--- config.mk ---
export PLATFORM = sky130hd
export DESIGN_NAME = mem_access_unit
export DESIGN_NICKNAME = d
export VERILOG_FILES = /design/src/rtl/mem_pkg.sv /design/src/rtl/lane_merge.sv /design/src/rtl/mem_access_unit.sv
export SDC_FILE = /design/constraint.sdc
export NUM_CORES = 1
export LEC_CHECK = 0
export ABC_AREA = 1
export BUFFER_PORTS_ARGS = -buffer_cell sky130_fd_sc_hd__clkbuf_2
export CORE_MARGIN = 5
export CORE_UTILIZATION = 30
export DETAILED_ROUTE_END_ITERATION = 8
export GPL_ROUTABILITY_DRIVEN = 0
export SLEW_MARGIN = 20
export SYNTH_ARGS = -nofsm -noshare
export SYNTH_HDL_FRONTEND = slang
export SYNTH_SLANG_ARGS = --single-unit
export TNS_END_PERCENT = 50
--- constraint.sdc ---
create_clock -name clk -period 2.14 [get_ports clk]
set_input_delay 0.107 -clock clk [delete_from_list [all_inputs] [get_ports clk]]
set_output_delay 0.107 -clock clk [all_outputs]
set_load 0.02 [all_outputs]
--- src/rtl/mem_pkg.sv ---
// Shared encodings for the memory access unit: access sizes, FSM states,
// lane widths and the access legality check used at request acceptance.
package mem_pkg;

  localparam logic [1:0] SZ_WORD = 2'b00;
  localparam logic [1:0] SZ_HALF = 2'b01;
  localparam logic [1:0] SZ_BYTE = 2'b10;
  localparam logic [1:0] SZ_ILL  = 2'b11;

  localparam int BYTE_W = 8;
  localparam int HALF_W = 16;
  localparam int WORD_W = 32;

  typedef enum logic [3:0] {
    IDLE,
    RD_WAIT,
    CAPTURE,
    WRITE,
    RMW_WAIT,
    MERGE,
    RMW_WR,
    DONE,
    ERR
  } state_e;

  // An access is rejected when its size is illegal or its address is not
  // naturally aligned for that size. Bytes are always aligned.
  function automatic logic access_bad(input logic [1:0] size, input logic [1:0] a_lo);
    logic bad;
    bad = 1'b0;
    case (size)
      SZ_WORD: bad = (a_lo != 2'b00);
      SZ_HALF: bad = a_lo[0];
      SZ_BYTE: bad = 1'b0;
      default: bad = 1'b1;
    endcase
    return bad;
  endfunction

endpackage

--- src/rtl/lane_merge.sv ---
// Combinational lane logic: extracts and extends the addressed lane of a
// memory word for loads, and splices store data into that lane for
// read-modify-write stores. Little-endian: byte lane k is bits [8k+7:8k].
module lane_merge
  import mem_pkg::*;
(
  input  logic [WORD_W-1:0] mem_word_i,
  input  logic [1:0]        size_i,
  input  logic              uns_i,
  input  logic [1:0]        addr_lo_i,
  input  logic [WORD_W-1:0] wdata_i,
  output logic [WORD_W-1:0] load_o,
  output logic [WORD_W-1:0] merge_o
);

  logic [BYTE_W-1:0] byte_lane;
  logic [HALF_W-1:0] half_lane;
  logic              ext_bit;

  // Lane select, load extension and store merge in one pass.
  always_comb begin
    byte_lane = '0;
    half_lane = '0;
    ext_bit   = 1'b0;
    load_o    = mem_word_i;
    merge_o   = mem_word_i;

    case (addr_lo_i)
      2'd0:    byte_lane = mem_word_i[7:0];
      2'd1:    byte_lane = mem_word_i[15:8];
      2'd2:    byte_lane = mem_word_i[23:16];
      default: byte_lane = mem_word_i[31:24];
    endcase
    half_lane = addr_lo_i[1] ? mem_word_i[31:16] : mem_word_i[15:0];

    case (size_i)
      SZ_BYTE: begin
        ext_bit = ~uns_i & byte_lane[BYTE_W-1];
        load_o  = {{(WORD_W-BYTE_W){ext_bit}}, byte_lane};
        case (addr_lo_i)
          2'd0:    merge_o[7:0]   = wdata_i[7:0];
          2'd1:    merge_o[15:8]  = wdata_i[7:0];
          2'd2:    merge_o[23:16] = wdata_i[7:0];
          default: merge_o[31:24] = wdata_i[7:0];
        endcase
      end
      SZ_HALF: begin
        ext_bit = ~uns_i & half_lane[HALF_W-1];
        load_o  = {{(WORD_W-HALF_W){ext_bit}}, half_lane};
        if (addr_lo_i[1]) merge_o[31:16] = wdata_i[15:0];
        else              merge_o[15:0]  = wdata_i[15:0];
      end
      default: begin
        load_o  = mem_word_i;
        merge_o = wdata_i;
      end
    endcase
  end

endmodule

--- src/rtl/mem_access_unit.sv ---
// CPU-side load/store unit in front of a fixed-latency word memory.
// Handshake: a request is taken only when busy=0 and req=1 on a rising
// edge; the unit then ignores req until it has pulsed done (with err on a
// rejected access) and spent one cycle back in IDLE. Sub-word stores are
// done as read-modify-write of the containing word.
module mem_access_unit
  import mem_pkg::*;
#(
  parameter int unsigned READ_LAT = 1
) (
  input  logic        clk,
  input  logic        reset,
  input  logic        req,
  input  logic        we,
  input  logic [1:0]  size,
  input  logic        uns,
  input  logic [31:0] addr,
  input  logic [31:0] wdata,
  output logic        busy,
  output logic        done,
  output logic        err,
  output logic [31:0] rdata,
  output logic [31:0] mem_addr,
  output logic        mem_wr,
  output logic [31:0] mem_wdata,
  input  logic [31:0] mem_rdata
);

  localparam logic [2:0] LAT3 = 3'(READ_LAT);

  state_e      state_q, state_d;
  logic [2:0]  cnt_q, cnt_d;
  logic [31:0] addr_q, addr_d;
  logic [31:0] wdata_q, wdata_d;
  logic        we_q, we_d;
  logic [1:0]  size_q, size_d;
  logic        uns_q, uns_d;
  logic [31:0] rdata_q, rdata_d;
  logic [31:0] mem_wdata_q, mem_wdata_d;

  logic [31:0] load_word;
  logic [31:0] merge_word;

  lane_merge u_lane_merge (
    .mem_word_i (mem_rdata),
    .size_i     (size_q),
    .uns_i      (uns_q),
    .addr_lo_i  (addr_q[1:0]),
    .wdata_i    (wdata_q),
    .load_o     (load_word),
    .merge_o    (merge_word)
  );

  // State, counter, request fields and output registers.
  always_ff @(posedge clk) begin
    if (!reset) begin
      state_q     <= IDLE;
      cnt_q       <= '0;
      addr_q      <= '0;
      wdata_q     <= '0;
      we_q        <= 1'b0;
      size_q      <= '0;
      uns_q       <= 1'b0;
      rdata_q     <= '0;
      mem_wdata_q <= '0;
    end else begin
      state_q     <= state_d;
      cnt_q       <= cnt_d;
      addr_q      <= addr_d;
      wdata_q     <= wdata_d;
      we_q        <= we_d;
      size_q      <= size_d;
      uns_q       <= uns_d;
      rdata_q     <= rdata_d;
      mem_wdata_q <= mem_wdata_d;
    end
  end

  // Next-state logic; request fields are loaded only on acceptance.
  always_comb begin
    state_d     = state_q;
    cnt_d       = cnt_q;
    addr_d      = addr_q;
    wdata_d     = wdata_q;
    we_d        = we_q;
    size_d      = size_q;
    uns_d       = uns_q;
    rdata_d     = rdata_q;
    mem_wdata_d = mem_wdata_q;

    case (state_q)
      IDLE: begin
        if (req) begin
          addr_d  = addr;
          wdata_d = wdata;
          we_d    = we;
          size_d  = size;
          uns_d   = uns;
          if (access_bad(size, addr[1:0])) begin
            state_d = ERR;
          end else if (!we) begin
            state_d = RD_WAIT;
            cnt_d   = LAT3;
          end else if (size == SZ_WORD) begin
            state_d     = WRITE;
            mem_wdata_d = wdata;
          end else begin
            state_d = RMW_WAIT;
            cnt_d   = LAT3;
          end
        end
      end
      // Both wait states share the down-counter; the stored direction picks
      // where the returning read word is consumed.
      RD_WAIT, RMW_WAIT: begin
        if (cnt_q <= 3'd1) begin
          cnt_d   = '0;
          state_d = we_q ? MERGE : CAPTURE;
        end else begin
          cnt_d = cnt_q - 3'd1;
        end
      end
      CAPTURE: begin
        rdata_d = load_word;
        state_d = DONE;
      end
      WRITE:   state_d = DONE;
      MERGE: begin
        mem_wdata_d = merge_word;
        state_d     = RMW_WR;
      end
      RMW_WR:  state_d = DONE;
      DONE:    state_d = IDLE;
      ERR:     state_d = IDLE;
      default: state_d = IDLE;
    endcase
  end

  assign busy      = (state_q != IDLE);
  assign done      = (state_q == DONE) || (state_q == ERR);
  assign err       = (state_q == ERR);
  assign mem_wr    = (state_q == WRITE) || (state_q == RMW_WR);
  assign mem_addr  = {addr_q[31:2], 2'b00};
  assign mem_wdata = mem_wdata_q;
  assign rdata     = rdata_q;

endmodule

==> key figures, run 1 <==
Clock tree
  • CTS tree: built
  • Post-CTS setup repair buffer count: 0
  • CTS root buf: clkbuf_16
  • Num CTS Buffers: 17
  • # H-tree levels: 4
  • CTS Sinks: 139
  • CTS clk-pin slew, worst paths: 60 ps
  • Clk_lat worst skew: 430 ps
  • Worst-case clock buffer depth: 2

Die
  • Die H: 166 µm
  • Io pins: 203
  • Die W: 166 µm
  • DIE AREA: 27600 µm²
  • FP Rows: 57
  • Core footprint: 24200 µm²
  • Initial Util: 30.2%

Timing
  • Clock skew: 10.2 ps
  • Final hold vios: 0
  • Setup Total Neg Slack: 0 ps
  • Fmax: 523 MHz
  • Final worst-path cycle share: 89.3%
  • Unrepaired setup endpoints after global routing: no
  • Count of pins over their slew limit: 0
  • Post-route minimum period: 1910 ps
  • Worst-Margin Slew: 505 ps
  • Worst slew margin: 66.3%
  • Final Setup Violations: 0

Detailed routing
  • Post-DRT Antenna Nets: 0
  • Via density: 4.80
  • Vias: 8000
  • Final WL: 25900 µm
  • Iteration count of the initial detailed-routing pass: 5
  • Final routed DRC violation total: 0
  • First DRT Iteration DRCs: 767
  • WL/cell: 15.5 µm

Worst setup path
  • CP Launch Type: flip-flop
  • Crit path cell chain: inv_1 -> ha_1 -> inv_1 -> buf_4 -> nand3_2 -> a21oi_1
  • WP data required: 2490 ps
  • Arr. time, crit path: 2260 ps
  • WS Path Type: flip-flop to flip-flop
  • Most frequent CP cell: inv_1
  • Crit path max-delay family: buffers and inverters
  • Crit. End Element: flip-flop
  • CP startpoint: size_q[0]$_SDFFE_PN0P_
  • CP bufs+invs: 3
  • R2R cell count: 6
  • Max incr delay on CP: 340 ps
  • Total number of cells along the worst setup path: 6
  • Slowest CP cell: dfxtp_1
  • CP max FO: 16
  • Reg-to-reg startpoint: size_q[0]$_SDFFE_PN0P_

Place
  • Buffers added on ports: 200
  • DP Area: 8440 µm²
  • Total placed cells including tap cells: 1577
  • DP HPWL: 19000 µm

Finish
  • Fin area: 9550 µm²
  • Most common cell after layout, fill and taps aside: nand2_1
  • Commonest cells after routing, fill and taps aside: nand2_1 (297), clkbuf_2 (200), a21oi_1 (185)
  • Layout cells sized above 1: 22.0%
  • # fillers: 2562
  • # diodes: 0
  • Fin cells: 1665
  • Layout area overhead: 30.8%
  • Nets@finish: 1435

Power
  • NetSw: 5.59 mW
  • Static Leak: 4.48 nW
  • Switching share of power: 45.8%
  • Max IR drop VDD: 0.519 mV
  • Combinational Power Share: 46.7%
  • Clock network fraction of total power: 22.7%
  • Reg power frac: 30.6%
  • Internal power: 6.60 mW
  • PwrDens: 1280 nW/µm²

Synth
  • Netlist cell types: 30
  • FF+latch count, synth: 139
  • Seq/Total Area, Yosys: 38.1%
  • Post-Synth XOR/XNOR Area: 0.120%
  • Mux contribution to synthesized area: 0%
  • Ys async rst share: 0%
  • Compound-cell area share of the yosys netlist: 21.6%
  • EDFF count, synth: 0
  • Synth Flop Type: dfxtp_1
  • Synth Warn #: 0
  • Simple-gate share of the synthesized area: 27.6%
  • Largest family of logic cells by synthesized area: simple AND/OR/NAND/NOR gates
  • Syn Inst Count: 1120
  • Syn avg cell area: 6.52 µm²
  • Mapped Area: 7300 µm²
  • Adder-cell area share of the yosys netlist: 0.686%

Global routing
  • Gr usage total: 18.2%
  • Aggregate global routing overflow: 0
  • Largest net degree at the start of global routing: 50
  • Global-route wire length before repair: 41400 µm
  • Vias in the first global route: 7606
  • Initial antenna violation count: 0

Run status
  • Status: finished, final reports clean

Worst hold path
  • Hold path depth: 3
  • Hold Crit Start: wdata[20]
  • Hold crit path type: primary input to flip-flop

Job
  • Max-cap viol count: 0
==> registers in the layout, summed over array words and instances (netlist names) <==
register   flops
addr_q        32
cnt_q          3
mem_wdata     32
rdata         32
size_q         2
state_q        4
uns_q          1
wdata_q       32
we_q           1
==> through the flow <==
stage	hold slack (ps)	power, mW	worst slack, ps	util, %
3_3_place_gp	362	9.29	260	34.9
4_1_cts	0.0784	12.2	191	39.5
5_1_grt	0.824	13.1	64.0	39.5
3_5_place_dp	366	9.35	193	34.9
2_1_floorplan	272	7.69	338	-
6_report	3.56	12.2	229	39.5
==> synthesized netlist by cell type, types with 7 or more instances <==
| library cell | n | area, µm² |
|---|---|---|
| buf_2 | 19 | 95.1 |
| buf_4 | 32 | 240 |
| clkbuf_1 | 41 | 154 |
| dfxtp_1 | 139 | 2780 |
| nand2_1 | 298 | 1120 |
| or2_2 | 10 | 62.6 |
| o21ai_1 | 7 | 35.0 |
| a21oi_1 | 185 | 926 |
| inv_1 | 73 | 274 |
| nor2_1 | 77 | 289 |
| nand3_1 | 80 | 400 |
| o21ai_0 | 116 | 581 |
==> worst min-delay path: cells and delay by family <==
kind / cells / cell delay, ps
buffers and inverters: 1 / 90
AO/OA/AOI/OAI: 2 / 190
==> metal layers <==
layer | global-route usage [%] | part of all wire (%) | wire length [µm] | up-vias
met5 | 0 | 0 | 0 | -
met2 | 29.0 | 46 | 11800 | 314
li1 | - | - | - | 4035
met1 | 24.6 | 45 | 11600 | 3621
met3 | 5.24 | 8.2 | 2130 | 30
met4 | 4.05 | 1.6 | 419 | 0
==> timing repair <==
action	4_1_cts	5_1_grt
hold endpoints to repair	57	0
setup endpoints to repair	0	4
hold buffers	56	0
gates resized for setup	0	1
==> cells by family (layout without fill, tap and decap cells) <==
kind of cell / count (synthesis) / count (layout)
adder cells (fa/ha/maj): 4 / 4
other: 1 / 2
flip-flops: 139 / 139
XOR/XNOR: 1 / 1
AND/OR/NAND/NOR: 480 / 480
AO/OA/AOI/OAI: 313 / 313
buffers and inverters: 182 / 402
==> final cells by class <==
class / instances / area, µm² / share of cell area, %
multi-input combinational: 800 / 3660 / 38.4
clock buffer: 19 / 433 / 4.53
clock inverter: 13 / 110 / 1.15
timing repair buffer: 288 / 1840 / 19.3
inverter: 82 / 313 / 3.28
tap: 324 / 405 / 4.25
sequential: 139 / 2780 / 29.1
==> path summary, 6_finish.rpt <==
path	slack, ps	to
setup / recovery	230	rdata[25]$_SDFFE_PN0P_
hold / removal	4	wdata_q[20]$_SDFFE_PN0P_
setup reg to reg	230	rdata[25]$_SDFFE_PN0P_
hold reg to reg	460	wdata_q[16]$_SDFFE_PN0P_
==> power groups by stage <==
stage,clock (mW),combinational [mW],sequential [mW]
floorplan,0,3.72,3.97
global placement,0,5.53,3.77
detailed placement,0,5.57,3.77
CTS,2.81,5.68,3.73
global route,2.93,6.36,3.81
finish,2.77,5.69,3.73
Note: power is estimated with default switching activity, not from simulation.
==> run 2, diff against run 1 <==
==> constraint.sdc (replaced) <==
create_clock -name clk -period 2.14 [get_ports clk]
set_input_delay 0.321 -clock clk [delete_from_list [all_inputs] [get_ports clk]]
set_output_delay 0.321 -clock clk [all_outputs]
set_load 0.02 [all_outputs]
==> run 2 against run 1 <==
  * Sequential power hardly changed
  * Fmax is 3.5% lower
  * Core utilization is 2.1 points lower
  * Global-route usage is 0.59 points lower
  * First-iteration DRC count is 13% lower
  * Wire length is 2.4% lower
  * Critical path depth is 2 higher
  * Setup slack worse by 70 ps
  * Final area is 5.3% lower
  * Sequential share of layout area is 1.6 points higher
  * Combinational power is 2% lower
==> key figures, run 2 (synthesized netlist as in run 1, its figures left out) <==
Run status
  • Status: finished, final reports clean

Timing
  • Fmax: 505 MHz (-3.5%)
  • Final Setup Violations: 0 (unchanged)
  • Worst slew margin: 66.5% (+0.21 points)
  • Setup Total Neg Slack: 0 ps (unchanged)
  • Final worst slack: 159 ps (-69.8 ps)
  • Count of pins over their slew limit: 0 (unchanged)
  • Final worst-path cycle share: 92.6% (+3.3 points)
  • Post-route minimum period: 1980 ps (+69.8 ps)
  • Unrepaired setup endpoints after global routing: no
  • Worst-Margin Slew: 498 ps (-7.79 ps)
  • Clock skew: 10.9 ps (+0.613 ps)
  • Hold Worst Slack: 144 ps (+141 ps)
  • Final hold vios: 0 (unchanged)

Global routing
  • Initial antenna violation count: 3 (+3)
  • Largest net degree at the start of global routing: 82 (+64%)
  • Aggregate global routing overflow: 0 (unchanged)
  • Global-route wire length before repair: 39600 µm (-4.2%)
  • Gr usage total: 17.6% (-0.59 points)
  • Vias in the first global route: 7247 (-4.7%)

Worst setup path
  • Reg-to-reg startpoint: size_q[1]$_SDFFE_PN0P_
  • Arr. time, crit path: 2330 ps (+70 ps)
  • CP Launch Type: flip-flop
  • CP startpoint: size_q[1]$_SDFFE_PN0P_
  • Crit Reg-Reg Endpoint: rdata[24]$_SDFFE_PN0P_
  • Worst Setup EP: rdata[24]$_SDFFE_PN0P_
  • WS Path Type: flip-flop to flip-flop
  • Register-to-register setup slack: 160 ps (-70 ps)
  • R2R cell count: 8 (+2)
  • CP max FO: 16 (unchanged)
  • WP data required: 2490 ps (about the same)
  • Crit. End Element: flip-flop

Die
  • Initial Util: 30.2% (unchanged)
  • Io pins: 203 (unchanged)
  • Core footprint: 24200 µm² (unchanged)
  • Die H: 166 µm (unchanged)
  • DIE AREA: 27600 µm² (unchanged)
  • Die W: 166 µm (unchanged)
  • FP Rows: 57 (unchanged)

Finish
  • Fin cells: 1607 (-3.5%)
  • Final core occ: 37.4% (-2.1 points)
  • Layout area overhead: 23.8%
  • Commonest cells after routing, fill and taps aside: nand2_1 (297), clkbuf_2 (200), a21oi_1 (185)
  • Layout cells sized above 1: 22.8% (+0.84 points)
  • Most common cell after layout, fill and taps aside: nand2_1
  • # diodes: 0 (unchanged)
  • Nets@finish: 1377 (-4.0%)

Clock tree
  • CTS root buf: clkbuf_16
  • Hold_buf cts: 0 (-100%)
  • Clk_lat worst skew: 420 ps (about the same)
  • CTS tree: built
  • CTS clk-pin slew, worst paths: 70 ps (about the same)
  • CTS Sinks: 139 (unchanged)
  • Post-CTS setup repair buffer count: 0 (unchanged)
  • Worst-case clock buffer depth: 2 (unchanged)
  • Post_cts resized: 0 (unchanged)
  • Num CTS Buffers: 17 (unchanged)
  • # H-tree levels: 4 (unchanged)

Detailed routing
  • Met2 wire length: 11300 µm (-4.3%)
  • Via density: 4.84 (+0.73%)
  • Met3 wire length: 2150 µm (+0.80%)
  • M1 WL: 11300 µm (-2.5%)
  • Vias: 7778 (-2.8%)
  • Max layer used: met5
  • WL/cell: 15.7 µm (+1.1%)
  • Final routed DRC violation total: 0 (unchanged)
  • Post-DRT Antenna Nets: 0 (unchanged)
  • Final WL: 25300 µm (-2.4%)
  • Iteration count of the initial detailed-routing pass: 5 (unchanged)
  • First DRT Iteration DRCs: 669 (-13%)

Place
  • DP HPWL: 18800 µm (-0.98%)
  • Buffers added on ports: 200 (unchanged)
  • Pre-CTS setup slack: 204 ps (+10.9 ps)
  • Total placed cells including tap cells: 1575 (-0.13%)

Job
  • Max-cap viol count: 0 (unchanged)

Power
  • Max IR drop VDD: 0.653 mV (+26%)
  • PwrDens: 1360 nW/µm² (+6.2%)
  • Static Leak: 4.28 nW (-4.4%)

Worst hold path
  • Hold crit path type: primary input to flip-flop
-- run 2: cell count changes in the layout (fill, tap and decap cells not counted), moves of 2 or more --
cell,previous run,this run
buf_12,3,5
clkinvlp_4,5,3
clkinv_2,0,3
dlygate4sd3_1,56,0
bufinv_16,0,2
inv_6,4,1
buf_4,29,25
-- run 2: power breakdown --
| group | internal (mW) | switching, mW |
|---|---|---|
| sequential | 3.28 | 0.440 |
| clock | 1.76 | 1.20 |
| combinational | 1.74 | 3.84 |
| total | 6.78 | 5.48 |
-- run 2: cell type report --
type,count,area [µm²]
clock inverter,13,144
sequential,139,2780
multi-input combinational,800,3660
inverter,82,313
clock buffer,19,443
tap,324,405
fill,2577,15100
timing repair buffer,230,1290
-- run 2: through the flow --
stage | area, µm² | total power, mW
3_5_place_dp | 8450 | 9.33
5_1_grt | 9040 | 13.1
4_1_cts | 9040 | 12.3
3_3_place_gp | 8450 | 9.32
2_1_floorplan | 7300 | 7.69
6_report | 9040 | 12.3
-- run 2: routing by layer --
layer / track usage (%) / vias up
met1: 23.8 / 3506
met5: 0 / -
li1: - / 3918
met4: 5.02 / 6
met2: 27.2 / 308
met3: 5.50 / 40
-- run 2: worst min-delay path by stage --
stage / cells past startpoint / from / endpoint / slack (ps)
2_1_floorplan: 2 / wdata_q[16]$_SDFFE_PN0P_ / wdata_q[16]$_SDFFE_PN0P_ / 430
3_3_place_gp: 2 / wdata_q[19]$_SDFFE_PN0P_ / wdata_q[19]$_SDFFE_PN0P_ / 440
3_5_place_dp: 2 / wdata_q[18]$_SDFFE_PN0P_ / wdata_q[18]$_SDFFE_PN0P_ / 450
4_1_cts: 3 / addr[25] / addr_q[25]$_SDFFE_PN0P_ / 130
5_1_grt: 3 / addr[25] / addr_q[25]$_SDFFE_PN0P_ / 130
6_report: 3 / addr[25] / addr_q[25]$_SDFFE_PN0P_ / 140
-- run 2: critical path: stages, from the launching register on --
cell	delay (ps)
dfxtp_1	310
inv_1	70
ha_1	440
nand2_1	180
o22ai_1	230
inv_1	60
nand2_1	80
nand3_2	290
a21oi_1	240
